### config.mk
export PLATFORM = sky130hd
export DESIGN_NAME = adder_cmd_ctrl
export DESIGN_NICKNAME = d
export VERILOG_FILES = /design/src/rtl/adder_ctrl_pkg.sv /design/src/rtl/byte_gap_timer.sv /design/src/rtl/adder_cmd_ctrl.sv
export SDC_FILE = /design/constraint.sdc
export NUM_CORES = 1
export LEC_CHECK = 0
export ABC_AREA = 1
export BUFFER_PORTS_ARGS = -buffer_cell sky130_fd_sc_hd__clkbuf_2
export CORE_MARGIN = 3
export CORE_UTILIZATION = 50
export CTS_CLUSTER_DIAMETER = 60
export CTS_CLUSTER_SIZE = 14
export DETAILED_ROUTE_END_ITERATION = 8
export GPL_ROUTABILITY_DRIVEN = 0
export PLACE_DENSITY = 0.86
export SETUP_SLACK_MARGIN = 0.15
export SYNTH_ARGS = -nofsm -noshare
export SYNTH_HDL_FRONTEND = slang
export SYNTH_HIERARCHICAL = 1
export SYNTH_SLANG_ARGS = --single-unit
### constraint.sdc
create_clock -name CLK -period 1.6 [get_ports CLK]
set_input_delay 0.24 -clock CLK [delete_from_list [all_inputs] [get_ports CLK]]
set_output_delay 0.24 -clock CLK [all_outputs]
set_load 0.1 [all_outputs]
### src/rtl/adder_ctrl_pkg.sv
// Shared types and constants for the UART-driven adder command controller.
package adder_ctrl_pkg;

   typedef enum logic [2:0] {
      S_IDLE    = 3'd0,
      S_RX_OPD  = 3'd1,
      S_EXEC    = 3'd2,
      S_WAIT    = 3'd3,
      S_TX_LOAD = 3'd4,
      S_TX_WAIT = 3'd5
   } state_e;

   localparam logic [7:0] OPC_ADD = 8'h01;
   localparam logic [7:0] OPC_SUB = 8'h02;

   // status byte layout: {hdr[3:0], 0, dp_timeout, bad_opcode, ovf}
   localparam int ST_OVF_BIT  = 0;
   localparam int ST_BAD_BIT  = 1;
   localparam int ST_DPTO_BIT = 2;
   localparam logic [3:0] ST_HDR = 4'hA;

   function automatic logic [7:0] status_byte(input logic dpto, input logic bad,
                                              input logic ovf);
      logic [7:0] s;
      s = {ST_HDR, 4'h0};
      s[ST_DPTO_BIT] = dpto;
      s[ST_BAD_BIT]  = bad;
      s[ST_OVF_BIT]  = ovf;
      return s;
   endfunction

endpackage

### src/rtl/byte_gap_timer.sv
// Counts idle cycles between received bytes; flags when the gap reaches TIMEOUT_CYC.
module byte_gap_timer #(
   parameter int TIMEOUT_CYC = 1000
) (
   input  logic CLK,
   input  logic RST,
   input  logic enable,
   input  logic clear,
   output logic expired
);
   localparam int CW = $clog2(TIMEOUT_CYC + 1);

   logic [CW-1:0] cnt_q, cnt_d;

   // counter is held at zero outside the enabled window and on every accepted byte
   always_comb begin
      cnt_d = cnt_q;
      if (clear || !enable)
         cnt_d = '0;
      else if (cnt_q != CW'(TIMEOUT_CYC))
         cnt_d = cnt_q + 1'b1;
   end

   // idle-cycle counter register
   always_ff @(posedge CLK or negedge RST) begin
      if (!RST) cnt_q <= '0;
      else      cnt_q <= cnt_d;
   end

   // the TIMEOUT_CYC-th idle cycle is the expiry cycle
   assign expired = enable && (cnt_q == CW'(TIMEOUT_CYC - 1));

endmodule

### src/rtl/adder_cmd_ctrl.sv
// Frame parser, datapath sequencer and response transmitter for the adder command link.
module adder_cmd_ctrl
   import adder_ctrl_pkg::*;
#(
   parameter int TIMEOUT_CYC = 1000,
   parameter int DP_WAIT_MAX = 16
) (
   input  logic        CLK,
   input  logic        RST,
   input  logic [7:0]  Rx_Byte_in,
   input  logic        Rx_DV_in,
   input  logic        Tx_Done_in,
   output logic        Tx_DV_out,
   output logic [7:0]  Tx_Byte_out,
   output logic [15:0] op_a,
   output logic [15:0] op_b,
   output logic        op_sub,
   output logic        op_start,
   input  logic [15:0] res,
   input  logic        res_ovf,
   input  logic        res_valid,
   output logic        err_pulse,
   output logic [7:0]  drop_cnt
);
   localparam int WW = $clog2(DP_WAIT_MAX + 1);

   state_e        state_q, state_d;
   logic [7:0]    opc_q, opc_d;
   logic [1:0]    idx_q, idx_d;
   logic [1:0]    tx_idx_q, tx_idx_d;
   logic [WW-1:0] wait_q, wait_d;
   logic [15:0]   op_a_q, op_a_d, op_b_q, op_b_d, res_q, res_d;
   logic          op_sub_q, op_sub_d, op_start_q, op_start_d;
   logic          ovf_q, ovf_d, dpto_q, dpto_d;
   logic          tx_dv_q, tx_dv_d, err_q, err_d;
   logic [7:0]    tx_byte_q, tx_byte_d, drop_q, drop_d;
   logic          gap_expired, bad_opc;

   byte_gap_timer #(.TIMEOUT_CYC(TIMEOUT_CYC)) u_gap (
      .CLK     (CLK),
      .RST     (RST),
      .enable  (state_q == S_RX_OPD),
      .clear   (Rx_DV_in),
      .expired (gap_expired)
   );

   assign bad_opc = (opc_q != OPC_ADD) && (opc_q != OPC_SUB);

   // next-state and datapath/TX control
   always_comb begin
      state_d    = state_q;
      opc_d      = opc_q;
      idx_d      = idx_q;
      tx_idx_d   = tx_idx_q;
      wait_d     = wait_q;
      op_a_d     = op_a_q;
      op_b_d     = op_b_q;
      op_sub_d   = op_sub_q;
      op_start_d = 1'b0;
      res_d      = res_q;
      ovf_d      = ovf_q;
      dpto_d     = dpto_q;
      tx_dv_d    = 1'b0;
      tx_byte_d  = tx_byte_q;
      err_d      = 1'b0;
      drop_d     = drop_q;
      case (state_q)
         S_IDLE: begin
            if (Rx_DV_in) begin
               opc_d    = Rx_Byte_in;
               idx_d    = 2'd0;
               tx_idx_d = 2'd0;
               dpto_d   = 1'b0;
               state_d  = S_RX_OPD;
            end
         end
         S_RX_OPD: begin
            // a byte arriving on the expiry cycle takes priority over the timeout
            if (Rx_DV_in) begin
               case (idx_q)
                  2'd0: op_a_d[15:8] = Rx_Byte_in;
                  2'd1: op_a_d[7:0]  = Rx_Byte_in;
                  2'd2: op_b_d[15:8] = Rx_Byte_in;
                  default: op_b_d[7:0] = Rx_Byte_in;
               endcase
               if (idx_q == 2'd3) begin
                  if (bad_opc) begin
                     res_d   = 16'h0000;
                     ovf_d   = 1'b0;
                     state_d = S_TX_LOAD;
                  end else begin
                     op_sub_d = (opc_q == OPC_SUB);
                     state_d  = S_EXEC;
                  end
               end else begin
                  idx_d = idx_q + 1'b1;
               end
            end else if (gap_expired) begin
               err_d   = 1'b1;
               state_d = S_IDLE;
            end
         end
         S_EXEC: begin
            op_start_d = 1'b1;
            wait_d     = '0;
            state_d    = S_WAIT;
         end
         S_WAIT: begin
            if (res_valid) begin
               res_d   = res;
               ovf_d   = res_ovf;
               state_d = S_TX_LOAD;
            end else if (wait_q == WW'(DP_WAIT_MAX - 1)) begin
               res_d   = 16'h0000;
               ovf_d   = 1'b0;
               dpto_d  = 1'b1;
               state_d = S_TX_LOAD;
            end else begin
               wait_d = wait_q + 1'b1;
            end
         end
         S_TX_LOAD: begin
            tx_dv_d = 1'b1;
            case (tx_idx_q)
               2'd0:    tx_byte_d = status_byte(dpto_q, bad_opc, ovf_q);
               2'd1:    tx_byte_d = res_q[15:8];
               default: tx_byte_d = res_q[7:0];
            endcase
            state_d = S_TX_WAIT;
         end
         S_TX_WAIT: begin
            if (Tx_Done_in) begin
               if (tx_idx_q == 2'd2) begin
                  state_d = S_IDLE;
               end else begin
                  tx_idx_d = tx_idx_q + 1'b1;
                  state_d  = S_TX_LOAD;
               end
            end
         end
         default: state_d = S_IDLE;
      endcase
      // bytes arriving while a command is in flight are dropped and counted
      if (Rx_DV_in && (state_q inside {S_EXEC, S_WAIT, S_TX_LOAD, S_TX_WAIT}) &&
          (drop_q != 8'hFF))
         drop_d = drop_q + 1'b1;
   end

   // state and output registers
   always_ff @(posedge CLK or negedge RST) begin
      if (!RST) begin
         state_q    <= S_IDLE;
         opc_q      <= '0;
         idx_q      <= '0;
         tx_idx_q   <= '0;
         wait_q     <= '0;
         op_a_q     <= '0;
         op_b_q     <= '0;
         op_sub_q   <= 1'b0;
         op_start_q <= 1'b0;
         res_q      <= '0;
         ovf_q      <= 1'b0;
         dpto_q     <= 1'b0;
         tx_dv_q    <= 1'b0;
         tx_byte_q  <= '0;
         err_q      <= 1'b0;
         drop_q     <= '0;
      end else begin
         state_q    <= state_d;
         opc_q      <= opc_d;
         idx_q      <= idx_d;
         tx_idx_q   <= tx_idx_d;
         wait_q     <= wait_d;
         op_a_q     <= op_a_d;
         op_b_q     <= op_b_d;
         op_sub_q   <= op_sub_d;
         op_start_q <= op_start_d;
         res_q      <= res_d;
         ovf_q      <= ovf_d;
         dpto_q     <= dpto_d;
         tx_dv_q    <= tx_dv_d;
         tx_byte_q  <= tx_byte_d;
         err_q      <= err_d;
         drop_q     <= drop_d;
      end
   end

   assign Tx_DV_out   = tx_dv_q;
   assign Tx_Byte_out = tx_byte_q;
   assign op_a        = op_a_q;
   assign op_b        = op_b_q;
   assign op_sub      = op_sub_q;
   assign op_start    = op_start_q;
   assign err_pulse   = err_q;
   assign drop_cnt    = drop_q;

endmodule

==> flow_metrics.tcl, run 1 <==
set metrics [dict create \
    peakVddDrop_mv 1.95 \
    worstPathRequired_ns 1.91 \
    powerDensity_nw_per_um2 2240 \
    rsz0062_at_grt "true" \
    synthFlopType "dfrtp_1" \
    pin_count 82 \
    vias 4103 \
    clk_path_buf_depth 2 \
    cp-end-kind "flop" \
    io_buffers 81 \
    hpwl_um 7140 \
    fin_ws_ns -0.00173 \
    post-route-util 0.687 \
    fin_crit_sh 1.00 \
    drv_cap 0 \
    worst_hold_slack_ns 0.0613 \
    clk_pin_slew_worst_paths_ns 0.10 \
    hold_class "in -> reg" \
    antenna_cells 0 \
    status "finished, violations left" \
    wl_per_cell_um 16.3 \
    syn_inst 524 \
    htreeDepth 3 \
    slew_headroom 0.642 \
    clockRootBuffer "clkbuf_8" \
    synth_top_cell_by_area "dfrtp_1" \
    drv_slew 0 \
    viasPerCell 5.45 \
    dp_cells 707 \
    rows 34 \
    ff2ff_path_depth 10 \
    core_um2 8850 \
    grt_overflow 0 \
    start_util 0.524 \
    fin_skew_ns 0.00840 \
    leakagePower_nw 2.96 \
    r2r_slack_ns -0.002 \
    reg2reg_to "state_q[2]$_DFFE_PN0P_" \
    grt_pass1_wl_um 18400 \
    ys_seq_area_frac 0.539 \
    cts_sinks 100 \
    critPathLaunchType "flop" \
    crit_start "wait_q[0]$_DFFE_PN0P_" \
    chipWidth_um 102 \
    rr_startpoint "wait_q[0]$_DFFE_PN0P_" \
    place_area_um2 5200 \
    cts_buffers 9 \
    final_common_cell "nand2_1" \
    finalSetupViolations 1 \
    violations "setup timing" \
    tightest_slew_ns 0.540 \
    die_y_um 102 \
    die_area_um2 10500 \
    design_area_um2 6080 \
    synth_edf_count 0 \
    firstDrtPassIters 5 \
    final_layout_size_suffix_gt1_frac 0.389 \
    max_freq_mhz 624 \
    yosysWarnings 6 \
    antenna_found_initial 0 \
    grt_pass1_vias 3877 \
    groute.usage.overall 0.220 \
    finalHoldViolations 0 \
    critPathCapture "state_q[2]$_DFFE_PN0P_" \
    grt_max_degree 41 \
    syn-num-nets 566 \
    syn2layout_area_growth_pct 31.0 \
    wirelength_um 12300 \
    final_cell_mix "nand2_1 (129), dfrtp_1 (89), inv_1 (37), o21ai_1 (37)" \
    syn-cell-area_um2 4640 \
    nets 682 \
    cp_max_fo 5 \
    synth_seq_cells 100 \
    critical_path_class "reg -> reg" \
    syn_area_per_cell_um2 8.86 \
    yosysUniqueCellTypes 35 \
    synth_top_area_frac 0.539 \
    clock_latency_ns 0.37 \
    crit_arrival_ns 1.91 \
    min_period_ns 1.60 \
    final-instance-count-excl-fill 753 \
    drt_iter0_markers 308 \
    async_reset_ff_frac 1.00 \
    synth.area.top_cells "dfrtp_1 (54%), nand2_1 (13%), inv_1 (4.0%), ha_1 (3.2%), o21ai_1 (3.2%)" \
    drcViolationCount 0 \
    antenna_left 0 \
    cts_tree "built" \
]
[stage by stage]
stage / power [mW] / setup TNS, ns / setup WS (ns)
after detailed placement: 10.9 / 0 / 0.00318
after CTS: 12.9 / 0 / 0.0580
after floorplan: 9.78 / 0 / 0.0650
after global placement: 10.8 / 0 / 0.0893
final: 13.6 / -0.00173 / -0.00173
after global routing: 14.3 / -0.297 / -0.0615
[cell families (layout without fill, tap and decap cells)]
family | Yosys count | after routing | share of synthesized area
AOI/OAI and AO/OA | 81 | 81 | 0.0979
xor gates and xnor gates | 9 | 9 | 0.0170
adders and majority gates | 12 | 12 | 0.0324
buffers and inverters | 65 | 182 | 0.0661
DFF | 100 | 100 | 0.539
and+or+nand+nor | 257 | 261 | 0.248
[worst min-delay path by stage]
stage,cells after the start,start,to
after global placement,1,RST,u_gap/cnt_q[1]$_DFFE_PN0P_
after CTS,3,res[5],res_q[5]$_DFFE_PN0P_
after global routing,3,res[13],res_q[13]$_DFFE_PN0P_
final,3,res[3],res_q[3]$_DFFE_PN0P_
after detailed placement,1,RST,op_a[0]$_DFFE_PN0P_
after floorplan,0,RST,Tx_Byte_out[0]$_DFFE_PN0P_
[cell type report]
class	instances	area, um2
timing repair inverter	3	20.0
multi-input combinational	363	2220
timing repair buffer	110	761
fill	606	2770
inverter	53	225
clock inverter	7	68.8
clock buffer	9	124
tap	108	135
sequential	100	2530
[registers in the layout, indices dropped and copies added, names as in the netlist, 5 cells and up]
| signal | count |
|---|---|
| op_a | 16 |
| op_b | 16 |
| res_q | 16 |
| u_gap/cnt_q | 10 |
| Tx_Byte_out | 8 |
| drop_cnt | 8 |
| opc_q | 8 |
| wait_q | 5 |
[worst max-delay path, stage by stage (launching register included)]
cell	delay, ns
dfrtp_1	0.39
ha_2	0.23
nand2_4	0.07
nor2_4	0.10
ha_4	0.17
nor2_4	0.05
nand2_4	0.17
nand2_4	0.07
nor2_4	0.13
nand2_1	0.10
nand2_1	0.07
[synthesized netlist by cell type, types with 2 or more instances]
| master | instances |
|---|---|
| nand2_4 | 5 |
| o21ai_1 | 30 |
| o21ai_2 | 8 |
| inv_2 | 3 |
| nand2_2 | 6 |
| dfrtp_1 | 100 |
| a41oi_1 | 2 |
| o21ai_0 | 17 |
| o221ai_1 | 2 |
| a21oi_1 | 20 |
| buf_6 | 6 |
| nor2_1 | 30 |
| nor2_4 | 4 |
| nand2_1 | 166 |
| xnor2_1 | 5 |
| ha_1 | 12 |
| nand3b_1 | 2 |
| nand4_1 | 4 |
| buf_4 | 4 |
| inv_1 | 49 |
| nand3_1 | 26 |
| nor2_2 | 5 |
| nor3_1 | 3 |
| xor2_1 | 4 |
[power breakdown]
part	internal, mW	switching [mW]
combinational	1.83	6.00
clock	0.609	0.959
sequential	3.48	0.723
[timing repair]
action,CTS,global route
gates cloned,4,3
endpoints found under the setup margin,91,108
hold buffers,1,0
endpoints found under the hold margin,37,0
pin swaps,15,24
resized for setup,68,93
setup buffers,10,12
[per-layer routing]
| metal | track usage | vias to the layer above | part of all wire |
|---|---|---|---|
| met5 | 0 | - | 0 |
| met4 | 0.0666 | 0 | 0.017 |
| met3 | 0.0526 | 29 | 0.065 |
| met2 | 0.364 | 180 | 0.51 |
| met1 | 0.287 | 1975 | 0.40 |
| li1 | - | 1919 | - |
(Power assumes the default switching activity.)
==> run 2, diff against run 1 <==
GPL_TIMING_DRIVEN = 0   (was not set)
==> flow_metrics.tcl, run 2 (synthesis results as in run 1) <==
set metrics [dict create \
    status "finished, violations left" \
    violations "setup timing" \
    max_freq_mhz 610 \
    tightest_slew_ns 0.631 \
    fill_cells 583 \
    grt_max_degree 58 \
    wirelength_um 12900 \
    cp-end-kind "flop" \
    cp_top_family "flip-flops" \
    drv_slew 0 \
    drcViolationCount 0 \
    max_stage_delay_ns 0.40 \
    finalSetupViolations 1 \
    fin_crit_sh 1.02 \
    peakVddDrop_mv 2.15 \
    crit_buf_inv 1 \
    cp_cell_sequence "ha_2 > nand2_2 > nor2_1 > ha_2 > inv_2 > nand2_2 > nand2_2 > nand2_4 > a21oi_1 > a21oi_2" \
    antenna_found_initial 0 \
    hpwl_um 7390 \
    vias 4129 \
    antenna_left 0 \
    crit_slowest_cell "dfrtp_1" \
    regArea_um2 2530 \
    final_layout_size_suffix_gt1_frac 0.460 \
    cts_buffers 9 \
    rsz0062_at_grt "true" \
    cts_tree "built" \
    finalHoldViolations 0 \
    worst_hold_slack_ns 0.0564 \
    syn2layout_area_growth_pct 38.7 \
    fin_ws_ns -0.0393 \
    multi_input_area_um2 2250 \
    core_um2 8850 \
    cts_sinks 100 \
    antenna_cells 0 \
    critPathLaunchType "flop" \
    grt_pass1_vias 3886 \
    crit_start "wait_q[1]$_DFFE_PN0P_" \
    nets 702 \
    firstDrtPassIters 5 \
    hold_class "in -> reg" \
    final_cell_mix "nand2_1 (108), dfrtp_1 (88), nand2_2 (49)" \
    ff2ff_path_depth 10 \
    powerDensity_nw_per_um2 2200 \
    viasPerCell 5.34 \
    path_common_cell "nand2_2" \
    critical_path_class "reg -> reg" \
    clk_pin_slew_worst_paths_ns 0.11 \
    die_area_um2 10500 \
    wl_per_cell_um 16.7 \
    chipWidth_um 102 \
    tns_ns -0.0393 \
    cp_max_fo 6 \
    r2r_slack_ns -0.04 \
    final_common_cell "nand2_1" \
    htreeDepth 3 \
    reg2reg_to "wait_q[2]$_DFFE_PN0P_" \
    rows 34 \
    crit_cells 10 \
    clk_path_buf_depth 2 \
    io_buffers 81 \
    critPathCapture "wait_q[2]$_DFFE_PN0P_" \
    pin_count 82 \
    grt_overflow 0 \
    drt_iter0_markers 194 \
    worstPathRequired_ns 1.87 \
    drv_cap 0 \
    fin_skew_ns 0.0276 \
    start_util 0.524 \
    leakagePower_nw 3.20 \
    slew_headroom 0.579 \
    die_y_um 102 \
    clockRootBuffer "clkbuf_8" \
    post-route-util 0.728 \
    groute.usage.overall 0.211 \
    min_period_ns 1.64 \
    crit_arrival_ns 1.91 \
    rr_startpoint "wait_q[1]$_DFFE_PN0P_" \
    clock_latency_ns 0.40 \
    grt_pass1_wl_um 17500 \
]
## run 2: cell count changes in the layout (fill, tap and decap cells not counted), sizes merged
cell	before	now
inv	53	55
nand3	28	27
nand2	180	177
clkinvlp	6	1
clkbuf	74	89
buf	44	56
## run 2: power by group
| part | total [mW] | switching, mW | internal (mW) |
|---|---|---|---|
| clock | 1.66 | 1.04 | 0.623 |
| sequential | 4.31 | 0.827 | 3.48 |
| combinational | 8.22 | 6.07 | 2.15 |
## run 2: how the worst min path moves through the flow
stage               slack [ns]  cells after the start                    endpoint    start
finish                    0.06                      3        res_q[6]$_DFFE_PN0P_   res[6]
global route              0.05                      3        res_q[7]$_DFFE_PN0P_   res[7]
CTS                       0.05                      3        res_q[0]$_DFFE_PN0P_   res[0]
detailed placement        0.32                      1         op_a[0]$_DFFE_PN0P_      RST
global placement          0.45                      3       res_q[13]$_DFFE_PN0P_  res[13]
floorplan                -0.06                      0  Tx_Byte_out[0]$_DFFE_PN0P_      RST
## run 2: through the flow
stage | instances | cell area [um2] | power [mW] | setup slack (ns)
finish | 773 | 6440 | 14.2 | -0.0393
global route | 773 | 6440 | 14.8 | -0.109
CTS | 746 | 5800 | 13.2 | 0.0901
detailed placement | 714 | 5290 | 11.0 | -0.108
global placement | 713 | 5260 | 10.8 | -1.28
floorplan | 524 | 4710 | 9.78 | 0.0650
## run 2: cell type report
class,count,area share
Multi-Input combinational cell,359,0.349
Buffer,12,0.0194
Inverter,53,0.0332
Clock buffer,9,0.0192
Tap cell,108,0.0210
Sequential cell,100,0.393
Clock inverter,7,0.0119
Timing Repair Buffer,125,0.153
## run 2: worst register-to-register path, delay by kind of cell (launching register included)
family                     cells  cell delay, ns
buffers and inverters          1            0.09
AOI/OAI and AO/OA              2            0.27
and+or+nand+nor                5            0.38
adders and majority gates      2            0.40
DFF                            1            0.40
## run 2: routing by layer
layer / vias up / global-route usage / wire length [um]
met2: 143 / 0.363 / 6910
met4: 0 / 0.0515 / 342
met5: - / 0 / 0
met1: 2002 / 0.262 / 4970
met3: 35 / 0.0614 / 695
li1: 1949 / - / -
## run 2: what timing repair did
item                                    4_1_cts  5_1_grt
hold buffers                                  1        0
hold endpoints to repair                     43        0
endpoints found under the setup margin       95       84
pin swaps                                     8       26
cloned                                        1        5
resized for setup                            71      132
buffers inserted                             14       22
==> run 3, diff against run 2 <==
CORE_UTILIZATION = 60   (was 50)
PLACE_DENSITY = 0.95   (was 0.86)
clock period = 2 ns   (was 1.6 ns; I/O delays follow)
==> flow_metrics.tcl, run 3 (synthesis results as in run 1) <==
set metrics [dict create \
    regArea_um2 2510 \
    drv_cap 0 \
    nets 665 \
    hold_class "in -> reg" \
    rows 31 \
    min_period_ns 1.73 \
    clock_latency_ns 0.37 \
    slew_headroom 0.572 \
    finalSetupViolations 0 \
    path_common_cell "inv_1" \
    tightest_slew_ns 0.642 \
    hpwl_um 7470 \
    rsz0062_at_grt "false" \
    grt_max_degree 56 \
    grt_pass1_wl_um 17500 \
    fin_skew_ns 0.0137 \
    critPathLaunchType "flop" \
    critical_path_class "reg -> reg" \
    antenna_cells 0 \
    viasPerCell 5.36 \
    groute.usage.overall 0.250 \
    cts_buffers 9 \
    fin_crit_sh 0.866 \
    die_y_um 93.9 \
    crit_start "state_q[2]$_DFFE_PN0P_" \
    final_layout_size_suffix_gt1_frac 0.253 \
    start_util 0.630 \
    cp-end-kind "flop" \
    max_freq_mhz 578 \
    crit_buf_inv 3 \
    crit_arrival_ns 1.98 \
    worstPathRequired_ns 2.25 \
    cp_cell_sequence "nor2_4 > nand2_4 > inv_1 > inv_1 > nor3_1 > and3_2 > inv_1 > nand3_1 > nand2_1 > nor2_2 > a21oi_1" \
    cp_top_family "simple AND/OR/NAND/NOR gates" \
    clk_pin_slew_worst_paths_ns 0.11 \
    antenna_found_initial 0 \
    finalHoldViolations 0 \
    fill_cells 535 \
    grt_overflow 0 \
    final_cell_mix "nand2_1 (165), dfrtp_1 (92), clkbuf_2 (80)" \
    syn2layout_area_growth_pct 17.5 \
    clk_path_buf_depth 2 \
    vias 3894 \
    grt_pass1_vias 3951 \
    max_stage_delay_ns 0.48 \
    io_buffers 81 \
    cts_tree "built" \
    core_um2 7370 \
    status "finished, final reports clean" \
    cts_sinks 100 \
    htreeDepth 3 \
    drt_iter0_markers 201 \
    crit_slowest_cell "dfrtp_2" \
    cp_max_fo 6 \
    chipWidth_um 93.9 \
    die_area_um2 8830 \
    tns_ns 0 \
    clockRootBuffer "clkbuf_8" \
    pin_count 82 \
    drcViolationCount 0 \
    wl_per_cell_um 14.3 \
    final_common_cell "nand2_1" \
    min-delay-start "res[13]" \
    wirelength_um 10400 \
    rr_startpoint "state_q[2]$_DFFE_PN0P_" \
    multi_input_area_um2 1840 \
    firstDrtPassIters 5 \
    drv_slew 0 \
    antenna_left 0 \
]
## run 3: repair_timing
| action | 4_1_cts | 5_1_grt |
|---|---|---|
| buffers inserted | 0 | 5 |
| hold buffers | 1 | 0 |
| resized for setup | 0 | 4 |
| endpoints found under the setup margin | 0 | 13 |
| hold endpoints to repair | 45 | 0 |
## run 3: cell type report
cell class / count / share of cell area
buffer: 12 / 0.0195
inverter: 53 / 0.0367
multi-input combinational: 359 / 0.337
sequential: 100 / 0.461
tap: 99 / 0.0227
clock inverter: 7 / 0.0119
clock buffer: 9 / 0.0227
timing repair buffer: 88 / 0.0886
## run 3: final timing paths
| kind | end | slack [ns] | cells after the start |
|---|---|---|---|
| setup / recovery | state_q[0]$_DFFE_PN0P_ | 0.27 | 11 |
| hold / removal | res_q[13]$_DFFE_PN0P_ | 0.13 | 3 |
| setup reg to reg | state_q[0]$_DFFE_PN0P_ | 0.27 | 11 |
| hold reg to reg | res_q[11]$_DFFE_PN0P_ | 0.48 | 2 |
| max in group asynchronous | state_q[1]$_DFFE_PN0P_ | 0.80 | 3 |
| min in group asynchronous | op_a[8]$_DFFE_PN0P_ | 0.51 | 2 |
## run 3: stage by stage
| stage | util | hold WS (ns) | instances | setup slack, ns | area (um2) |
|---|---|---|---|---|---|
| 2_1_floorplan | - | 0.00441 | 524 | 0.206 | 4650 |
| 3_3_place_gp | 0.703 | 0.458 | 704 | -0.735 | 5180 |
| 3_5_place_dp | 0.707 | 0.382 | 705 | 0.219 | 5210 |
| 4_1_cts | 0.734 | 0.113 | 722 | 0.175 | 5410 |
| 5_1_grt | 0.740 | 0.113 | 727 | 0.117 | 5450 |
| 6_report | 0.740 | 0.131 | 727 | 0.269 | 5450 |
## run 3: worst register-to-register path, delay by kind of cell, from the launching register on
kind,cells,cell delay (ns)
DFF,1,0.48
and+or+nand+nor,7,0.85
buffers and inverters,3,0.20
AOI/OAI and AO/OA,1,0.09
## run 3: metal layers
layer | global-route usage | wire, um
met3 | 0.0625 | 746
met4 | 0.0794 | 161
met2 | 0.438 | 5350
met1 | 0.302 | 4110
met5 | 0 | 0
Power of run 3 is not shown: default switching activity piles up to over one toggle a cycle in this logic, so the estimate is an artifact.
